$ cat src/rtl/shift_add_mult.sv
// shift_add_mult: sequential unsigned shift-and-add multiplier.
// The operands are latched on an accepted start. The block then runs one
// iteration per multiplier bit. Each iteration conditionally adds the
// multiplicand into the high accumulator through the rca ripple adder, and
// shifts the {carry, accumulator, multiplier} chain right by one.
// The result appears on product together with a one-cycle done pulse.
// WIDTH must stay at 4, because it has to match the rca adder width.

// rca: 4-bit ripple carry adder used as the partial-product adder.
module rca (
  input  logic [3:0] a,
  input  logic [3:0] b,
  input  logic       cin,
  output logic [3:0] sum,
  output logic       cout
);

  logic [4:0] carry;

  assign carry[0] = cin;

  // One full adder per bit; each carry ripples into the next stage.
  for (genvar i = 0; i < 4; i++) begin : g_fa
    assign sum[i]     = a[i] ^ b[i] ^ carry[i];
    assign carry[i+1] = (a[i] & b[i]) | (carry[i] & (a[i] ^ b[i]));
  end

  assign cout = carry[4];

endmodule

module shift_add_mult #(
  parameter int WIDTH = 4
) (
  input  logic                 clk,
  input  logic                 rst_n,
  input  logic                 start,
  input  logic [WIDTH-1:0]     a,
  input  logic [WIDTH-1:0]     b,
  output logic                 busy,
  output logic                 done,
  output logic [2*WIDTH-1:0]   product
);

  typedef enum logic [1:0] {
    IDLE = 2'd0,
    CALC = 2'd1,
    DONE = 2'd2
  } state_t;

  state_t               state_q, state_d;
  logic [WIDTH-1:0]     mcand_q, mcand_d;
  logic [WIDTH-1:0]     acc_q, acc_d;
  logic [WIDTH-1:0]     q_q, q_d;
  logic [2:0]           cnt_q, cnt_d;
  logic                 busy_q, busy_d;
  logic                 done_q, done_d;
  logic [2*WIDTH-1:0]   product_q, product_d;

  logic [WIDTH-1:0]     sum;
  logic                 cout;
  logic [2*WIDTH-1:0]   shifted;

  rca u_rca (
    .a    (acc_q),
    .b    (mcand_q),
    .cin  (1'b0),
    .sum  (sum),
    .cout (cout)
  );

  // One iteration: add the multiplicand if the current multiplier LSB is set,
  // then shift the whole chain right. The adder carry becomes the new MSB.
  always_comb begin
    if (q_q[0]) begin
      shifted = {cout, sum, q_q[WIDTH-1:1]};
    end else begin
      shifted = {1'b0, acc_q, q_q[WIDTH-1:1]};
    end
  end

  // Next-state and next-output logic for the IDLE -> CALC -> DONE sequence.
  always_comb begin
    // NOTE: every target gets a default first so that no path leaves it unassigned (no latch).
    state_d   = state_q;
    mcand_d   = mcand_q;
    acc_d     = acc_q;
    q_d       = q_q;
    cnt_d     = cnt_q;
    busy_d    = busy_q;
    done_d    = 1'b0;
    product_d = product_q;

    case (state_q)
      IDLE: begin
        if (start) begin
          mcand_d = a;
          q_d     = b;
          acc_d   = '0;
          cnt_d   = '0;
          busy_d  = 1'b1;
          state_d = CALC;
        end
      end

      CALC: begin
        {acc_d, q_d} = shifted;
        cnt_d        = cnt_q + 3'd1;
        if (cnt_q == 3'(WIDTH - 1)) begin
          product_d = shifted;
          busy_d    = 1'b0;
          done_d    = 1'b1;
          state_d   = DONE;
        end
      end

      DONE: begin
        state_d = IDLE;
      end

      default: begin
        busy_d  = 1'b0;
        state_d = IDLE;
      end
    endcase
  end

  // State and registered outputs; asynchronous reset aborts any operation in flight.
  always_ff @(posedge clk or negedge rst_n) begin
    if (!rst_n) begin
      state_q   <= IDLE;
      mcand_q   <= '0;
      acc_q     <= '0;
      q_q       <= '0;
      cnt_q     <= '0;
      busy_q    <= 1'b0;
      done_q    <= 1'b0;
      product_q <= '0;
    end else begin
      // NOTE: non-blocking assignments make every flop sample its pre-edge inputs together.
      state_q   <= state_d;
      mcand_q   <= mcand_d;
      acc_q     <= acc_d;
      q_q       <= q_d;
      cnt_q     <= cnt_d;
      busy_q    <= busy_d;
      done_q    <= done_d;
      product_q <= product_d;
    end
  end

  assign busy    = busy_q;
  assign done    = done_q;
  assign product = product_q;

endmodule
$ cat config.mk
export PLATFORM = sky130hd
export DESIGN_NAME = shift_add_mult
export DESIGN_NICKNAME = d
export VERILOG_FILES = /design/src/rtl/shift_add_mult.sv
export SDC_FILE = /design/constraint.sdc
export NUM_CORES = 1
export LEC_CHECK = 0
export CAP_MARGIN = 10
export CELL_PAD_IN_SITES_DETAIL_PLACEMENT = 1
export CELL_PAD_IN_SITES_GLOBAL_PLACEMENT = 2
export CORE_AREA = 5 5 66 68
export DETAILED_ROUTE_END_ITERATION = 12
export DIE_AREA = 0 0 71 73
export PLACE_DENSITY_LB_ADDON = 0.1
export RECOVER_POWER = 100
export REMOVE_ABC_BUFFERS = 1
export SLEW_MARGIN = 20
export SYNTH_ARGS = -nofsm -noshare
export SYNTH_HDL_FRONTEND = slang
export SYNTH_SLANG_ARGS = --single-unit
$ cat constraint.sdc
create_clock -name clk -period 3.39 [get_ports clk]
set_input_delay 0.678 -clock clk [delete_from_list [all_inputs] [get_ports clk]]
set_output_delay 0.678 -clock clk [all_outputs]
set_load 0.05 [all_outputs]
==> qor.txt <==
Run status - finished clean
#FFs+latches synth - 27
Syn. warnings - 0
Top-area cell type share of the netlist area - 52.5%
Max Cap Violations - 0
Port Buf Inserts - 20
Async S/R FF share, synth - 100%
RSZ-0062 raised after global routing - false
CTS clk-pin slew, worst paths - 0.09 ns
GPL Wtd Cong - 0.742
Met1 usage - 13.5%
Initial core utilization - 33.9%
Final setup margin - 1.16 ns
Worst path cell trace - ha_1, inv_1, fa_1, fa_1, inv_1, fa_1, mux2i_1, o21ai_0
Largest cells by area after synthesis - dfrtp_1 52%, nand2_1 5.0%, fa_1 4.7%, o21ai_0 3.9%, mux2_2 3.5%
Hold Startpoint - product[5]
Cts repair resizes - 0
Maximum vdd drop - 0.285 mV
HPWL after DPL - 1880 µm
Maximum fanout along the worst path - 3
Longest Clk Path Bufs - 2
Top Ports - 21
Cells after Synth - 113
Vias in the first global route - 929
Setup tns final - 0 ns
EDFF count, synth - 0
GRT met2 Usage - 19.3%
CP required - 3.53 ns
TritonRoute pass-1 iters - 2
TritonCTS clock tree - yes
Worst r2r src - acc_q[0]
Hold Vio Cnt, Final - 0
Overall routed net length - 2520 µm
Register area - 676 µm²
Crit-path most repeated cell - fa_1
Total gr overflow - 0
Syn Area/Cell - 11.4 µm²
DRT iter0 DRCs - 32
CTS Hold Bufs - 0
Slowest-stage cell, CP - fa_1
Final Critical Period - 2.23 ns
P per Cell Area - 956 nW/µm²
P_leak - 0.678 nW
Core area - 3800 µm²
Relative slew slack - 4.63%
Layout area overhead - 17.4%
Antenna violations before repair - 0
Synth Cell Area - 1290 µm²
First-pass GRT wire length - 4370 µm
Worst setup EP type - flop
Worst skew pair latency - 0.26 ns
Period utilization - 65.8%
Most frequent cell after synthesis - dfrtp_1
# nets final - 151
Number of nets with antenna violations after routing - 0
Worst Tran Pin Value - 1.43 ns
Achievable frequency - 448 MHz
Die Y - 73 µm
Hold WS - 0.486 ns
Crit path arrival time - 2.37 ns
Diodes inserted - 0
Post-synth top cells - 27 x dfrtp_1, 17 x nand2_1, 10 x inv_1, 10 x o21ai_0, 5 x o22ai_1
DRC violations left - 0
Met3 Use GR - 1.38%
Wire length per cell - 13.8 µm
Layout cells sized above 1 - 8.27%
Largest net degree at the start of global routing - 28
Sink Count - 27
Footprint of the multi-input gates - 483 µm²
# fillers - 441
H-tree levels - 1
Critical Path Start - acc_q[0]
Root buffer cell - clkbuf_8
Die X-Extent - 71 µm
Pre-CTS setup slack - 1.14 ns
Placed instance area - 1520 µm²
WS Path Type - reg -> reg
Setup violators final - 0
Total GRT Usage - 10.8%
Worst min path class - reg -> reg
Top Usage Layer GRT - met2
Max Transition Viols Final - 0
Setup crit start kind - flop
Critical path's largest stage delay - 0.40 ns
Cell row count - 23
CTS buffer count - 3
Register area share after synthesis - 52.5%
Vias per cell - 4.79
Die ar. - 5180 µm²
R2R setup slack - 1.16 ns
Library cells used by synthesis - 28
Via Count - 877
Clock skew - 0.00449 ns
Post-route cell area - 1510 µm²
Top FF cell, synth - dfrtp_1
Setup Fix Bufs, Post-CTS - 0
Area leader, netlist - dfrtp_1
==> cell usage in the layout (no fill, tap or decap), drive strengths merged, types with 3 or more instances in the layout <==
master	n
o22ai	5
clkbuf	5
o21ai	15
inv	11
dfrtp	27
nor2b	3
nor2	4
dlygate4sd3	12
nand2	17
clkdlybuf4s50	8
fa	3
a21oi	3
ha	3
mux2	7
==> path summary, 6_finish.rpt <==
kind	endpoint	cells after the start
worst max-delay path	acc_q[2]	8
worst min-delay path	product[5]	2
worst max register to register	acc_q[2]	8
worst min register to register	product[5]	2
max in group asynchronous	product[7]	2
min in group asynchronous	mcand_q[1]	2
==> stage by stage <==
| stage | utilization (%) | instances | power, mW |
|---|---|---|---|
| final | 39.8 | 183 | 1.44 |
| after global routing | 39.8 | 183 | 1.57 |
| after CTS | 41.1 | 183 | 1.56 |
| after detailed placement | 39.9 | 179 | 1.37 |
| after global placement | 39.9 | 179 | 1.34 |
| after floorplan | - | 108 | 1.13 |
==> critical path, delay by kind of cell, from the launching register on <==
family | cells | cell delay [ns]
adders and majority gates | 4 | 1.28
DFF | 1 | 0.38
muxes | 1 | 0.21
buffers and inverters | 2 | 0.12
AOI/OAI and AO/OA | 1 | 0.11
==> power breakdown <==
group	leakage (nW)	internal, mW	switching [mW]
Combinational	0.324	0.259	0.429
Clock	0.0228	0.0840	0.0958
Sequential	0.330	0.464	0.112
Total	0.678	0.808	0.637
==> kinds of logic (layout without fill, tap and decap cells) <==
| family | Yosys count | in the layout | synth area share, % |
|---|---|---|---|
| fa+ha+maj | 6 | 6 | 7.58 |
| compound gates | 27 | 27 | 13.5 |
| simple gates | 28 | 28 | 11.4 |
| flops | 27 | 27 | 52.5 |
| buf+inv | 16 | 36 | 6.51 |
| mux | 9 | 9 | 8.55 |
==> metal layers <==
layer / part of all wire, % / up-vias / wire [µm]
li1: - / 418 / -
met1: 45 / 446 / 1120
met2: 52 / 11 / 1310
met3: 2.4 / 2 / 60
met4: 0.99 / 0 / 25
met5: 0 / - / 0
==> flip-flops by register name, summed over array words and instances (netlist names) <==
signal / count
product: 8
acc_q: 4
mcand_q: 4
q_q: 4
cnt_q: 3
state_q: 2
busy: 1
done: 1
==> area by class of cell <==
class | count | area share, %
multi-input combinational | 70 | 32.0
sequential | 27 | 44.7
timing repair buffer | 21 | 13.5
inverter | 11 | 2.73
tap | 50 | 4.14
clock buffer | 4 | 2.98
Power figures use the tool's default switching activity.
